File: src/rtl/landrover_seq_ctrl.sv
// landrover_seq_ctrl
//   Arbitrates three requesters (driver, cruise, safety) and serialises the
//   winner's X pattern, LSB first, toward the landrover FSM. Every burst is
//   followed by a guard interval of HOLD_CYC idle cycles. A safety request
//   preempts a driver/cruise burst and cuts a driver/cruise guard interval
//   short.
//
// Ports
//   clk            clock, all state on rising edge
//   reset          asynchronous active-low reset
//   req[2:0]       requests: bit0 driver, bit1 cruise, bit2 safety
//   len0/1/2       burst length in bits (0-7) per requester
//   pat0/1/2       X pattern per requester, LSB issued first
//   x, x_en        X value and its valid-step strobe (x is 0 when x_en is 0)
//   gnt[2:0]       one-cycle one-hot acceptance pulse
//   abort[2:0]     one-cycle one-hot pulse to a preempted requester
//   owner[1:0]     current burst owner, 3 = none
//   busy           high while in SEND or HOLD
//
// State | meaning
// IDLE  | no burst; any request sampled here is arbitrated
// SEND  | issuing bits of the owner's pattern
// HOLD  | guard interval after a burst, x_en held low

module landrover_seq_ctrl #(
  parameter int HOLD_CYC = 4
) (
  input  logic       clk,
  input  logic       reset,
  input  logic [2:0] req,
  input  logic [2:0] len0,
  input  logic [2:0] len1,
  input  logic [2:0] len2,
  input  logic [6:0] pat0,
  input  logic [6:0] pat1,
  input  logic [6:0] pat2,
  output logic       x,
  output logic       x_en,
  output logic [2:0] gnt,
  output logic [2:0] abort,
  output logic [1:0] owner,
  output logic       busy
);

  typedef enum logic [1:0] {S_IDLE, S_SEND, S_HOLD} state_t;

  localparam logic [1:0] OWN_NONE = 2'd3;
  localparam logic [1:0] OWN_SAFE = 2'd2;

  state_t     r_state, w_state;
  logic [1:0] r_owner, w_owner;
  logic       r_pref,  w_pref;    // 1 = cruise preferred in the next tie
  logic [2:0] r_left,  w_left;    // bits still to issue after the current one
  logic [6:0] r_shift, w_shift;
  logic [3:0] r_hold,  w_hold;    // HOLD cycles remaining after the current one
  logic       r_x,     w_x;
  logic       r_x_en,  w_x_en;
  logic [2:0] r_gnt,   w_gnt;
  logic [2:0] r_abort, w_abort;
  logic       r_busy,  w_busy;

  logic       w_do_grant;
  logic       w_enter_hold;
  logic [1:0] w_win;
  logic [2:0] w_len;
  logic [6:0] w_pat;

  always_ff @(posedge clk or negedge reset) begin
    if (!reset) begin
      r_state <= S_IDLE;
      r_owner <= OWN_NONE;
      r_pref  <= 1'b0;
      r_left  <= '0;
      r_shift <= '0;
      r_hold  <= '0;
      r_x     <= 1'b0;
      r_x_en  <= 1'b0;
      r_gnt   <= '0;
      r_abort <= '0;
      r_busy  <= 1'b0;
    end else begin
      r_state <= w_state;
      r_owner <= w_owner;
      r_pref  <= w_pref;
      r_left  <= w_left;
      r_shift <= w_shift;
      r_hold  <= w_hold;
      r_x     <= w_x;
      r_x_en  <= w_x_en;
      r_gnt   <= w_gnt;
      r_abort <= w_abort;
      r_busy  <= w_busy;
    end
  end

  always_comb begin
    w_state      = r_state;
    w_owner      = r_owner;
    w_pref       = r_pref;
    w_left       = r_left;
    w_shift      = r_shift;
    w_hold       = r_hold;
    w_x          = 1'b0;
    w_x_en       = 1'b0;
    w_gnt        = '0;
    w_abort      = '0;
    w_busy       = 1'b0;
    w_do_grant   = 1'b0;
    w_enter_hold = 1'b0;
    w_win        = 2'd0;
    w_len        = '0;
    w_pat        = '0;

    case (r_state)
      S_IDLE: begin
        if (|req) begin
          w_do_grant = 1'b1;
          if (req[2])                w_win = OWN_SAFE;
          else if (req[0] && req[1]) w_win = r_pref ? 2'd1 : 2'd0;
          else                       w_win = req[0] ? 2'd0 : 2'd1;
        end
      end
      S_SEND: begin
        if (r_left != 3'd0) begin
          if (req[2] && (r_owner != OWN_SAFE)) begin
            w_abort    = 3'b001 << r_owner;
            w_do_grant = 1'b1;
            w_win      = OWN_SAFE;
          end else begin
            w_x     = r_shift[0];
            w_x_en  = 1'b1;
            w_shift = r_shift >> 1;
            w_left  = r_left - 3'd1;
          end
        end else begin
          // last bit went out on the previous edge; a safety request
          // arriving now is served from the guard interval instead
          w_enter_hold = 1'b1;
        end
      end
      S_HOLD: begin
        if (req[2] && (r_owner != OWN_SAFE)) begin
          w_do_grant = 1'b1;
          w_win      = OWN_SAFE;
        end else if (r_hold == 4'd0) begin
          w_state = S_IDLE;
          w_owner = OWN_NONE;
        end else begin
          w_hold = r_hold - 4'd1;
        end
      end
      default: begin
        w_state = S_IDLE;
        w_owner = OWN_NONE;
      end
    endcase

    if (w_do_grant) begin
      case (w_win)
        2'd0:    begin w_len = len0; w_pat = pat0; end
        2'd1:    begin w_len = len1; w_pat = pat1; end
        default: begin w_len = len2; w_pat = pat2; end
      endcase
      w_gnt   = 3'b001 << w_win;
      w_owner = w_win;
      if (w_win != OWN_SAFE) w_pref = (w_win == 2'd0);
      if (w_len != 3'd0) begin
        w_state = S_SEND;
        w_x     = w_pat[0];
        w_x_en  = 1'b1;
        w_shift = w_pat >> 1;
        w_left  = w_len - 3'd1;
      end else begin
        w_enter_hold = 1'b1;
      end
    end

    if (w_enter_hold) begin
      if (HOLD_CYC > 0) begin
        w_state = S_HOLD;
        w_hold  = 4'(HOLD_CYC - 1);
      end else begin
        w_state = S_IDLE;
        w_owner = OWN_NONE;
      end
    end

    w_busy = (w_state != S_IDLE);
  end

  assign x     = r_x;
  assign x_en  = r_x_en;
  assign gnt   = r_gnt;
  assign abort = r_abort;
  assign owner = r_owner;
  assign busy  = r_busy;

endmodule

File: config.mk
export PLATFORM = sky130hd
export DESIGN_NAME = landrover_seq_ctrl
export DESIGN_NICKNAME = d
export VERILOG_FILES = /design/src/rtl/landrover_seq_ctrl.sv
export SDC_FILE = /design/constraint.sdc
export NUM_CORES = 1
export LEC_CHECK = 0
export CAP_MARGIN = 20
export CORE_ASPECT_RATIO = 0.7
export CORE_MARGIN = 2
export CORE_UTILIZATION = 38
export CTS_CLUSTER_SIZE = 10
export DETAILED_ROUTE_END_ITERATION = 7
export PLACE_DENSITY = 0.71
export SLEW_MARGIN = 10
export SYNTH_ARGS = -nofsm -noshare
export SYNTH_HDL_FRONTEND = slang
export SYNTH_SLANG_ARGS = --single-unit
File: constraint.sdc
create_clock -name clk -period 4.6 [get_ports clk]
set_input_delay 0.92 -clock clk [delete_from_list [all_inputs] [get_ports clk]]
set_output_delay 0.92 -clock clk [all_outputs]
set_load 0.01 [all_outputs]
==> impl_metrics.json <==
{
  "outcome": "finished, final reports clean",
  "rsz0062_at_grt": "false",
  "num_io_pins": 46,
  "critical_path_class": "input pin to flop",
  "yosysUniqueCellTypes": 47,
  "slowest_delay_ns": 0.53,
  "layout.nets": 231,
  "gr-total-overflow": 0,
  "powerDensity_mw_per_mm2": 591.1,
  "portBuffers": 45,
  "worst-r2r-cell-count": 11,
  "required_ns": 4.76,
  "leakagePower_nw": 0.9412,
  "critical_path_arrival_ns": 3.87,
  "drt-initial-drc-count": 50,
  "critPathBufInv": 1,
  "slew_viol_final": 0,
  "drive_above_1_share_pct": 9.574,
  "synthArstFlopShare_pct": 100.0,
  "first_pass_iters": 4,
  "cts-buffers-inserted": 3,
  "synth_nets": 183,
  "hold_buffers": 0,
  "startpoint": "req[2]",
  "finalInstanceArea_mm2": 0.002126,
  "initial_utilization_pct": 39.84,
  "cts.clk_slew.worst_paths_ns": 0.09,
  "cpMostUsedCell": "ha_1",
  "fin_crit_ns": 3.713,
  "yosys.area.top_type_share_pct": 41.63,
  "grt_usage_pct": 16.22,
  "cts_root_buffer": "clkbuf_8",
  "globalplace.congestion": 0.7651,
  "final_cell_mix": "45 x clkdlybuf4s50_1, 26 x dfrtp_1, 15 x mux2i_1",
  "fin_crit_sh_pct": 80.72,
  "hold_path_class": "flop to flop",
  "num_vias": 1229,
  "slew_headroom_pct": 55.81,
  "totalWireLength_um": 3526,
  "grt_pass1_vias": 1234,
  "clk_latency_ns": 0.27,
  "finalHoldViolCount": 0,
  "grt_max_degree": 29,
  "layout_commonest_cell": "clkdlybuf4s50_1",
  "dieArea_mm2": 0.004650,
  "cp.depth": 9,
  "slowest_stage": "or4b_4",
  "clkSinkCount": 28,
  "seq_area_frac_synth_pct": 45.00,
  "vdd_drop_max_mv": 0.2170,
  "yosysTopAreaCell": "dfrtp_1",
  "drc": 0,
  "reg2reg_slack_ns": 1.42,
  "cp_max_fo": 13,
  "ys_seq_elements": 28,
  "clockBufferDepth": 2,
  "synth.top_cells.by_area": "dfrtp_1 42%, mux2i_1 9.6%, ha_1 5.6%, and2_1 4.4%, dfstp_2 3.4%",
  "h-tree-depth": 1,
  "fin_tns_setup_ns": 0,
  "diodes": 0,
  "cts_tree": "yes",
  "dieWidth_um": 80.65,
  "synth_edf_count": 0,
  "hold_slack_ns": 0.5310,
  "routedWlPerCell_um": 14.69,
  "post_cts_buffers": 0,
  "dp_hpwl_um": 2788,
  "max_freq_ghz": 0.2693,
  "r2r-end": "r_left[0]$_DFF_PN0_",
  "syn_area_mm2": 0.001563,
  "die_y_um": 57.66,
  "grt_antenna_before_repair": 0,
  "via_per_inst": 5.121,
  "drv_cap": 0,
  "synthCells": 141,
  "reg2reg_from": "r_left[0]$_DFF_PN0_",
  "crit_path_end_kind": "flop",
  "skew_ns": 0.003884,
  "ant_nets": 0,
  "std_cell_rows": 19,
  "synth_area_per_cell_um2": 11.08,
  "dpl_cell_area_mm2": 0.002071,
  "worst_pin_slew_ns": 0.6592,
  "post_cts_resized": 0,
  "setup.worst_path.start_class": "input pin",
  "yosys_warnings": 0,
  "synth_ff_type": "dfrtp_1",
  "worstSetupEndpoint": "r_left[0]$_DFF_PN0_",
  "cp_cell_sequence": "clkdlybuf4s50_1 > or4b_4 > a21oi_4 > or3_1 > o221ai_1 > ha_1 > ha_1 > nor2_4 > mux2_2",
  "core-area_mm2": 0.003923,
  "setup_viol": 0,
  "grt_pass1_wl_um": 5740,
  "area_delta_synth_final_pct": 36.03,
  "crit_family": "simple AND/OR/NAND/NOR gates"
}
==> logic make-up after synthesis <==
kind of cell             count (synthesis)  synth area share (%)
adder cells (fa/ha/maj)                  7                 5.604
multiplexers                            17                 11.05
XOR/XNOR                                 4                 2.242
AND/OR/NAND/NOR                         47                 19.06
AO/OA/AOI/OAI                           25                 13.69
buffers and inverters                   12                 3.122
flip-flops                              28                 45.00
other                                    1                0.2400
==> metrics by stage <==
stage	utilization, %	cells	setup WS (ns)	power, mW
6_report	54.19	240	0.8867	1.257
5_1_grt	54.19	240	0.7769	1.358
4_1_cts	54.19	240	0.8956	1.264
3_5_place_dp	52.79	236	0.6035	1.112
3_3_place_gp	52.79	236	0.7295	1.078
2_1_floorplan	-	141	1.386	0.8921
==> layer usage <==
metal | global-route usage, % | wire [µm] | part of all wire [%]
met5 | 0 | 0 | 0
met4 | 5.327 | 29 | 0.82
met3 | 3.738 | 173 | 4.9
met2 | 25.36 | 1735 | 49
met1 | 22.52 | 1587 | 45
==> flip-flops by register name, summed over array words and instances (netlist names), 2 cells and up <==
name	cells
r_shift	7
r_hold	4
abort	3
gnt	3
r_left	3
owner	2
r_state	2
==> layout make-up <==
cell class              count  area, µm²
repair buffers             46      457.9
well taps                  52      65.06
multi-input cells         101      810.8
fillers                   346       1797
inverters                   9      33.78
clock buffers               4      55.05
flip-flops and latches     28      703.2
==> report_power, final <==
group | internal [mW] | switching (mW) | leakage [nW]
combinational | 0.334 | 0.363 | 0.574
sequential | 0.353 | 0.0573 | 0.338
clock | 0.0766 | 0.0722 | 0.0288
==> synth_stat cells (2+ instances only) <==
library cell / n
a221oi_1: 6
a22o_1: 2
and2_1: 11
buf_2: 3
dfrtp_1: 26
dfstp_2: 2
ha_1: 7
inv_1: 9
mux2_2: 2
mux2i_1: 15
nand2_1: 5
nand2b_1: 5
nor2_1: 8
nor2b_1: 2
nor3b_1: 2
o211ai_1: 2
o21ai_0: 2
xnor2_1: 2
xor2_1: 2
==> how the worst min path moves through the flow <==
stage                         startpoint                    to  slack [ns]  depth (start not counted)
global placement    r_shift[0]$_DFF_PN0_           x$_DFF_PN0_        0.50                          1
floorplan           r_shift[0]$_DFF_PN0_           x$_DFF_PN0_        0.47                          1
CTS                 r_shift[0]$_DFF_PN0_           x$_DFF_PN0_        0.54                          1
finish              r_shift[0]$_DFF_PN0_           x$_DFF_PN0_        0.53                          1
detailed placement  r_shift[0]$_DFF_PN0_           x$_DFF_PN0_        0.51                          1
global route        owner[1]$_DFFE_PN1P_  owner[1]$_DFFE_PN1P_        0.56                          2
No activity file was read; power rests on OpenSTA's default activity.
